### config.mk
export PLATFORM = sky130hd
export DESIGN_NAME = k2_out_uart_tx
export DESIGN_NICKNAME = d
export VERILOG_FILES = /design/src/rtl/k2_uart_pkg.sv /design/src/rtl/k2_sync_fifo.sv /design/src/rtl/k2_out_uart_tx.sv
export SDC_FILE = /design/constraint.sdc
export NUM_CORES = 1
export LEC_CHECK = 0
export ABC_AREA = 1
export CORE_ASPECT_RATIO = 1.2
export CORE_MARGIN = 4
export CORE_UTILIZATION = 48
export DETAILED_ROUTE_END_ITERATION = 16
export DONT_BUFFER_PORTS = 1
export GPL_TIMING_DRIVEN = 0
export SYNTH_ARGS = -nofsm -noshare
export SYNTH_HDL_FRONTEND = slang
export SYNTH_SLANG_ARGS = --single-unit
### constraint.sdc
create_clock -name clk -period 2.33 [get_ports clk]
set_clock_uncertainty 0.15 [all_clocks]
set_input_delay 0.3495 -clock clk [delete_from_list [all_inputs] [get_ports clk]]
set_output_delay 0.3495 -clock clk [all_outputs]
set_load 0.03 [all_outputs]
### src/rtl/k2_uart_pkg.sv
// Shared types and helpers for the K2 output-register UART transmitter.
// The optional parity state is only reachable when K2_UART_PARITY_EN is defined.
package k2_uart_pkg;

  typedef enum logic [2:0] {
    ST_IDLE   = 3'd0,
    ST_START  = 3'd1,
    ST_DATA   = 3'd2,
    ST_PARITY = 3'd3,
    ST_STOP   = 3'd4
  } uart_state_e;

  localparam logic IDLE_LEVEL  = 1'b1;
  localparam logic START_LEVEL = 1'b0;

  // '0'-'9' then 'A'-'F'
  function automatic logic [7:0] hex2ascii(input logic [3:0] v);
    logic [7:0] r;
    if (v < 4'd10) r = 8'h30 + {4'h0, v};
    else           r = 8'h41 + ({4'h0, v} - 8'd10);
    return r;
  endfunction

endpackage

### src/rtl/k2_sync_fifo.sv
// Small synchronous FIFO with count-based full/empty and a drop indicator.
// A push on a full FIFO is accepted only when a pop happens on the same edge.
module k2_sync_fifo #(
  parameter int DATA_W = 4,
  parameter int DEPTH  = 4
) (
  input  logic              clk,
  input  logic              resetn,
  input  logic              push_i,
  input  logic              pop_i,
  input  logic [DATA_W-1:0] din_i,
  output logic [DATA_W-1:0] dout_o,
  output logic              full_o,
  output logic              empty_o,
  output logic              drop_o
);

  localparam int AW = (DEPTH > 1) ? $clog2(DEPTH) : 1;

  logic [DATA_W-1:0] mem_q [DEPTH];
  logic [AW-1:0]     wr_q, wr_d;
  logic [AW-1:0]     rd_q, rd_d;
  logic [AW:0]       cnt_q, cnt_d;
  logic              do_push, do_pop;

  assign full_o  = (cnt_q == (AW+1)'(DEPTH));
  assign empty_o = (cnt_q == '0);
  assign dout_o  = mem_q[rd_q];

  // When full, the slot being written is the one being read out this edge.
  assign do_pop  = pop_i & ~empty_o;
  assign do_push = push_i & (~full_o | do_pop);
  assign drop_o  = push_i & full_o & ~do_pop;

  always_comb begin
    wr_d  = wr_q;
    rd_d  = rd_q;
    cnt_d = cnt_q;
    if (do_push) wr_d = wr_q + AW'(1);
    if (do_pop)  rd_d = rd_q + AW'(1);
    cnt_d = cnt_q + (AW+1)'(do_push) - (AW+1)'(do_pop);
  end

  always_ff @(posedge clk) begin
    if (!resetn) begin
      wr_q  <= '0;
      rd_q  <= '0;
      cnt_q <= '0;
    end else begin
      wr_q  <= wr_d;
      rd_q  <= rd_d;
      cnt_q <= cnt_d;
    end
  end

  always_ff @(posedge clk) begin
    if (do_push) mem_q[wr_q] <= din_i;
  end

endmodule

### src/rtl/k2_out_uart_tx.sv
// Captures K2 RO writes into a FIFO and sends each as an ASCII hex char on a UART line.
// Define K2_UART_PARITY_EN for 8E1 frames (extra even-parity bit); default is 8N1.
module k2_out_uart_tx
  import k2_uart_pkg::*;
#(
  parameter int CLKS_PER_BIT = 868,
  parameter int FIFO_DEPTH   = 4,
  parameter int DATA_W       = 4
) (
  input  logic              clk,
  input  logic              resetn,
  input  logic              out_wen,
  input  logic [DATA_W-1:0] out_data,
  output logic              tx,
  output logic              busy,
  output logic              fifo_full,
  output logic              overflow,
  output uart_state_e       dbg_state_o
);

  localparam int BAUD_W = (CLKS_PER_BIT > 1) ? $clog2(CLKS_PER_BIT) : 1;
  localparam logic [BAUD_W-1:0] BAUD_LAST = BAUD_W'(CLKS_PER_BIT - 1);

  uart_state_e       state_q, state_d;
  logic [BAUD_W-1:0] baud_q, baud_d;
  logic [2:0]        bit_q, bit_d;
  logic [7:0]        shift_q, shift_d;
  logic              tx_q, tx_d;
  logic              overflow_q;
  logic              baud_end;
  logic              fifo_pop, fifo_empty, fifo_drop;
  logic [DATA_W-1:0] fifo_head;
`ifdef K2_UART_PARITY_EN
  logic              par_q, par_d;
`endif

  // Handshake: the core's out_wen is a one-cycle valid with no ready; the
  // FIFO accepts it unless full-without-pop, in which case it is dropped and
  // flagged. The FSM is the FIFO consumer: fifo_pop is only raised while the
  // FIFO is non-empty, and the head is consumed on that same edge.
  k2_sync_fifo #(
    .DATA_W (DATA_W),
    .DEPTH  (FIFO_DEPTH)
  ) u_fifo (
    .clk     (clk),
    .resetn  (resetn),
    .push_i  (out_wen),
    .pop_i   (fifo_pop),
    .din_i   (out_data),
    .dout_o  (fifo_head),
    .full_o  (fifo_full),
    .empty_o (fifo_empty),
    .drop_o  (fifo_drop)
  );

  assign baud_end = (baud_q == BAUD_LAST);

  always_comb begin
    state_d  = state_q;
    baud_d   = baud_q + BAUD_W'(1);
    bit_d    = bit_q;
    shift_d  = shift_q;
    tx_d     = IDLE_LEVEL;
    fifo_pop = 1'b0;
`ifdef K2_UART_PARITY_EN
    par_d    = par_q;
`endif
    case (state_q)
      ST_IDLE: begin
        baud_d = '0;
        bit_d  = '0;
        if (!fifo_empty) begin
          fifo_pop = 1'b1;
          shift_d  = hex2ascii(fifo_head[3:0]);
`ifdef K2_UART_PARITY_EN
          par_d    = ^hex2ascii(fifo_head[3:0]);
`endif
          state_d  = ST_START;
        end
      end
      ST_START: begin
        tx_d = START_LEVEL;
        if (baud_end) begin
          baud_d  = '0;
          state_d = ST_DATA;
        end
      end
      ST_DATA: begin
        tx_d = shift_q[0];
        if (baud_end) begin
          baud_d  = '0;
          shift_d = {1'b0, shift_q[7:1]};
          bit_d   = bit_q + 3'd1;
          if (bit_q == 3'd7) begin
`ifdef K2_UART_PARITY_EN
            state_d = ST_PARITY;
`else
            state_d = ST_STOP;
`endif
          end
        end
      end
`ifdef K2_UART_PARITY_EN
      ST_PARITY: begin
        tx_d = par_q;
        if (baud_end) begin
          baud_d  = '0;
          state_d = ST_STOP;
        end
      end
`endif
      ST_STOP: begin
        tx_d = IDLE_LEVEL;
        if (baud_end) begin
          baud_d  = '0;
          state_d = ST_IDLE;
        end
      end
      default: begin
        baud_d  = '0;
        state_d = ST_IDLE;
      end
    endcase
  end

  // tx is registered, so the line trails the state register by one cycle.
  always_ff @(posedge clk) begin
    if (!resetn) begin
      state_q    <= ST_IDLE;
      baud_q     <= '0;
      bit_q      <= '0;
      shift_q    <= '0;
      tx_q       <= IDLE_LEVEL;
      overflow_q <= 1'b0;
    end else begin
      state_q    <= state_d;
      baud_q     <= baud_d;
      bit_q      <= bit_d;
      shift_q    <= shift_d;
      tx_q       <= tx_d;
      overflow_q <= overflow_q | fifo_drop;
    end
  end

`ifdef K2_UART_PARITY_EN
  always_ff @(posedge clk) begin
    if (!resetn) par_q <= 1'b0;
    else         par_q <= par_d;
  end
`endif

  assign tx          = tx_q;
  assign busy        = (state_q != ST_IDLE) | ~fifo_empty;
  assign overflow    = overflow_q;
  assign dbg_state_o = state_q;

endmodule

==> impl_metrics.py <==
metrics = {
    "run_status": {
        "status": "finished, final reports clean",
    },
    "drt": {
        "wl_met1_um": 1890,
        "detail-route-antenna-nets": 0,
        "drtIter0Drc": 70,
        "highest_layer": "met4",
        "avgRoutedWirePerCell_um": 12.0,
        "vias": 1787,
        "totalWireLength_um": 4250,
        "dr.pass1.iters": 4,
        "met2_length_um": 2170,
        "drc_errors": 0,
        "met3_wirelength_um": 110,
        "via_per_inst": 5.03,
    },
    "global_route": {
        "grt_pass1_wl_um": 7600,
        "grt_max_degree": 19,
        "grt_pass1_vias": 1702,
        "grt-ovfl-total": 0,
        "grt_use_total": 0.157,
        "grt_antenna_before_repair": 0,
    },
    "clock_tree": {
        "postCtsSetupBuffers": 0,
        "cts_buffers": 5,
        "cts.sink_count": 50,
        "clock_path_buffers": 2,
        "root_buffer": "clkbuf_8",
        "clk_latency_ns": 0.31,
        "h-tree-depth": 2,
        "path_clk_slew_ns": 0.09,
        "cts_tree": "yes",
    },
    "worst_setup_path": {
        "worstSetupEndpointType": "register",
        "crit_fanout": 9,
        "crit_path_start": "u_fifo.cnt_q[1]$_SDFF_PN0_",
        "required_ns": 2.42,
        "rr_startpoint": "u_fifo.cnt_q[1]$_SDFF_PN0_",
        "arrival_ns": 2.27,
        "worst_setup_path_start_kind": "register",
        "crit_type": "reg -> reg",
    },
    "sta": {
        "period_needed_ns": 2.18,
        "slew-limit-headroom": 0.753,
        "setup_ws_ns": 0.152,
        "hold_violations": 0,
        "timing.final.crit_share": 0.935,
        "max_freq_mhz": 459,
        "slew_violations": 0,
        "worst_slew_pin_slew_ns": 0.369,
        "setup_tns_ns": 0,
        "setup_violations": 0,
    },
    "min_path": {
        "min_path_type": "in -> reg",
        "hold_path.startpoint": "resetn",
    },
    "synth": {
        "yosysWarningCount": 0,
        "synth.avg_cell_area_um2": 8.59,
        "synth_cells": 283,
        "synth_common_cells": "nand2_1, dfxtp_1, inv_1",
        "synth_edf_count": 16,
        "synthFlopType": "dfxtp_1",
        "ys_seq_area_frac": 0.478,
        "yosysMostFrequentCell": "nand2_1",
        "synth_cell_types": 38,
        "synth_largest_area_cell": "dfxtp_1",
        "synthArstFlopShare": 0,
        "synth_top_cell_area_share": 0.280,
        "syn_area_um2": 2430,
        "synth.area.top_cells": "dfxtp_1, edfxtp_1, nand2_1",
        "synth_nets": 304,
        "yosys_register_bits": 50,
    },
    "placed_design": {
        "hpwl_um": 3200,
        "post-place-ws_ns": -0.170,
        "place_congestion": 0.769,
        "io_buffers": 0,
    },
    "power_and_ir_drop": {
        "p_per_area_nw_per_um2": 1240,
        "vdd_ir_drop_max_uv": 620,
        "p_seq_frac": 0.369,
        "clkPwrFrac": 0.159,
        "swShare": 0.444,
        "switchingPower_mw": 1.48,
        "pwr-share-comb": 0.472,
        "internal_power_mw": 1.85,
        "p_leak_nw": 1.13,
    },
    "floorplan": {
        "dieArea_um2": 6270,
        "dieWidth_um": 73.0,
        "start_util": 0.495,
        "die_y_um": 85.9,
        "fp.coreArea_um2": 4900,
        "rows": 28,
        "pin_count": 14,
    },
    "cells_and_area": {
        "drive_gt1_frac": 0.173,
        "final_nets": 315,
        "seq_area_um2": 1170,
        "antenna_cells": 0,
        "fillCellCount": 468,
        "area_growth_pct": 10.8,
        "multi_input_area_um2": 1140,
    },
    "flow_run": {
        "cap_violations": 0,
    },
}
## power groups by stage
stage	sequential [mW]	combinational [mW]	clock [mW]
floorplan	1.22	1.24	0
global route	1.26	1.82	0.590
CTS	1.23	1.55	0.553
global placement	1.24	1.50	0
detailed placement	1.24	1.52	0
finish	1.23	1.57	0.531
## layout by cell type (no fill, tap or decap), types with 2 or more instances in the layout
master         count
a21oi_1           23
a21oi_2            2
a31oi_1            2
clkbuf_8           5
dfxtp_1           31
dfxtp_2            2
dlygate4sd3_1      4
edfxtp_1          16
ha_1              13
inv_1             33
inv_2              5
inv_4              2
nand2_1           62
nand2_2            6
nand2_4            3
nand3_1           17
nand3_2            4
nor2_1            17
nor2_2             4
nor2_4             4
o21ai_0            5
o21ai_1            6
o21ai_2            2
o22ai_1            2
or2_2              2
xor2_1             2
## kinds of logic (layout without fill, tap and decap cells)
family                   after synthesis  after routing  synth area share
AO/OA/AOI/OAI                         46             46             0.113
buffers and inverters                 43             55            0.0705
XOR/XNOR                               3              3            0.0108
flip-flops                            50             50             0.478
AND/OR/NAND/NOR                      127            127             0.252
adder cells (fa/ha/maj)               14             14            0.0752
## critical path: stages, from the launching register on
cell	delay, ns
dfxtp_1	0.34
inv_2	0.09
nand2_1	0.12
nor2_4	0.27
nand2_2	0.10
nand2_4	0.12
inv_1	0.05
ha_1	0.20
fa_1	0.39
and3_1	0.20
nor3_2	0.09
## final timing paths
| check | endpoint | slack [ns] | cells after the start |
|---|---|---|---|
| setup / recovery | u_fifo.cnt_q[2]$_SDFF_PN0_ | 0.15 | 10 |
| hold / removal | u_fifo.wr_q[0]$_SDFFE_PN0P_ | 0.02 | 2 |
| setup reg to reg | u_fifo.cnt_q[2]$_SDFF_PN0_ | 0.15 | 10 |
| hold reg to reg | baud_q[0]$_SDFF_PP0_ | 0.31 | 1 |
## per-stage QoR
| step | hold slack (ns) | std cells | util | cell area [µm²] | total power [mW] |
|---|---|---|---|---|---|
| after floorplan | 0.268 | 283 | - | 2430 | 2.46 |
| after global routing | 0.0154 | 355 | 0.549 | 2690 | 3.67 |
| after detailed placement | 0.296 | 343 | 0.511 | 2510 | 2.76 |
| after CTS | 0.0106 | 355 | 0.542 | 2660 | 3.33 |
| after global placement | 0.281 | 343 | 0.511 | 2510 | 2.75 |
| final | 0.0235 | 355 | 0.549 | 2690 | 3.33 |
## area by class of cell
type / instances / share of cell area
Buffer: 2 / 0.00465
Clock buffer: 5 / 0.0256
Clock inverter: 3 / 0.0107
Inverter: 41 / 0.0590
Multi-Input combinational cell: 190 / 0.424
Sequential cell: 50 / 0.434
Tap cell: 60 / 0.0279
Timing Repair Buffer: 4 / 0.0149
## flip-flops by register name, summed over array words and instances (netlist names), named ones only
signal        count
bit_q             3
u_fifo.wr_q       2
baud_q           10
tx                1
u_fifo.mem_q     16
u_fifo.rd_q       2
shift_q           7
dbg_state_o       3
overflow          1
u_fifo.cnt_q      3
## layer usage
| metal | track usage | up-vias |
|---|---|---|
| met4 | 0.0705 | 0 |
| met3 | 0.0363 | 6 |
| met2 | 0.262 | 17 |
| met1 | 0.190 | 815 |
| li1 | - | 949 |
| met5 | 0 | - |
## timing repair
item / 4_1_cts / 5_1_grt
hold buffers: 4 / 0
hold endpoints to repair: 16 / 0
pin swaps: 0 / 1
gates resized for setup: 5 / 9
setup endpoints to repair: 2 / 3
Power figures use the tool's default switching activity.
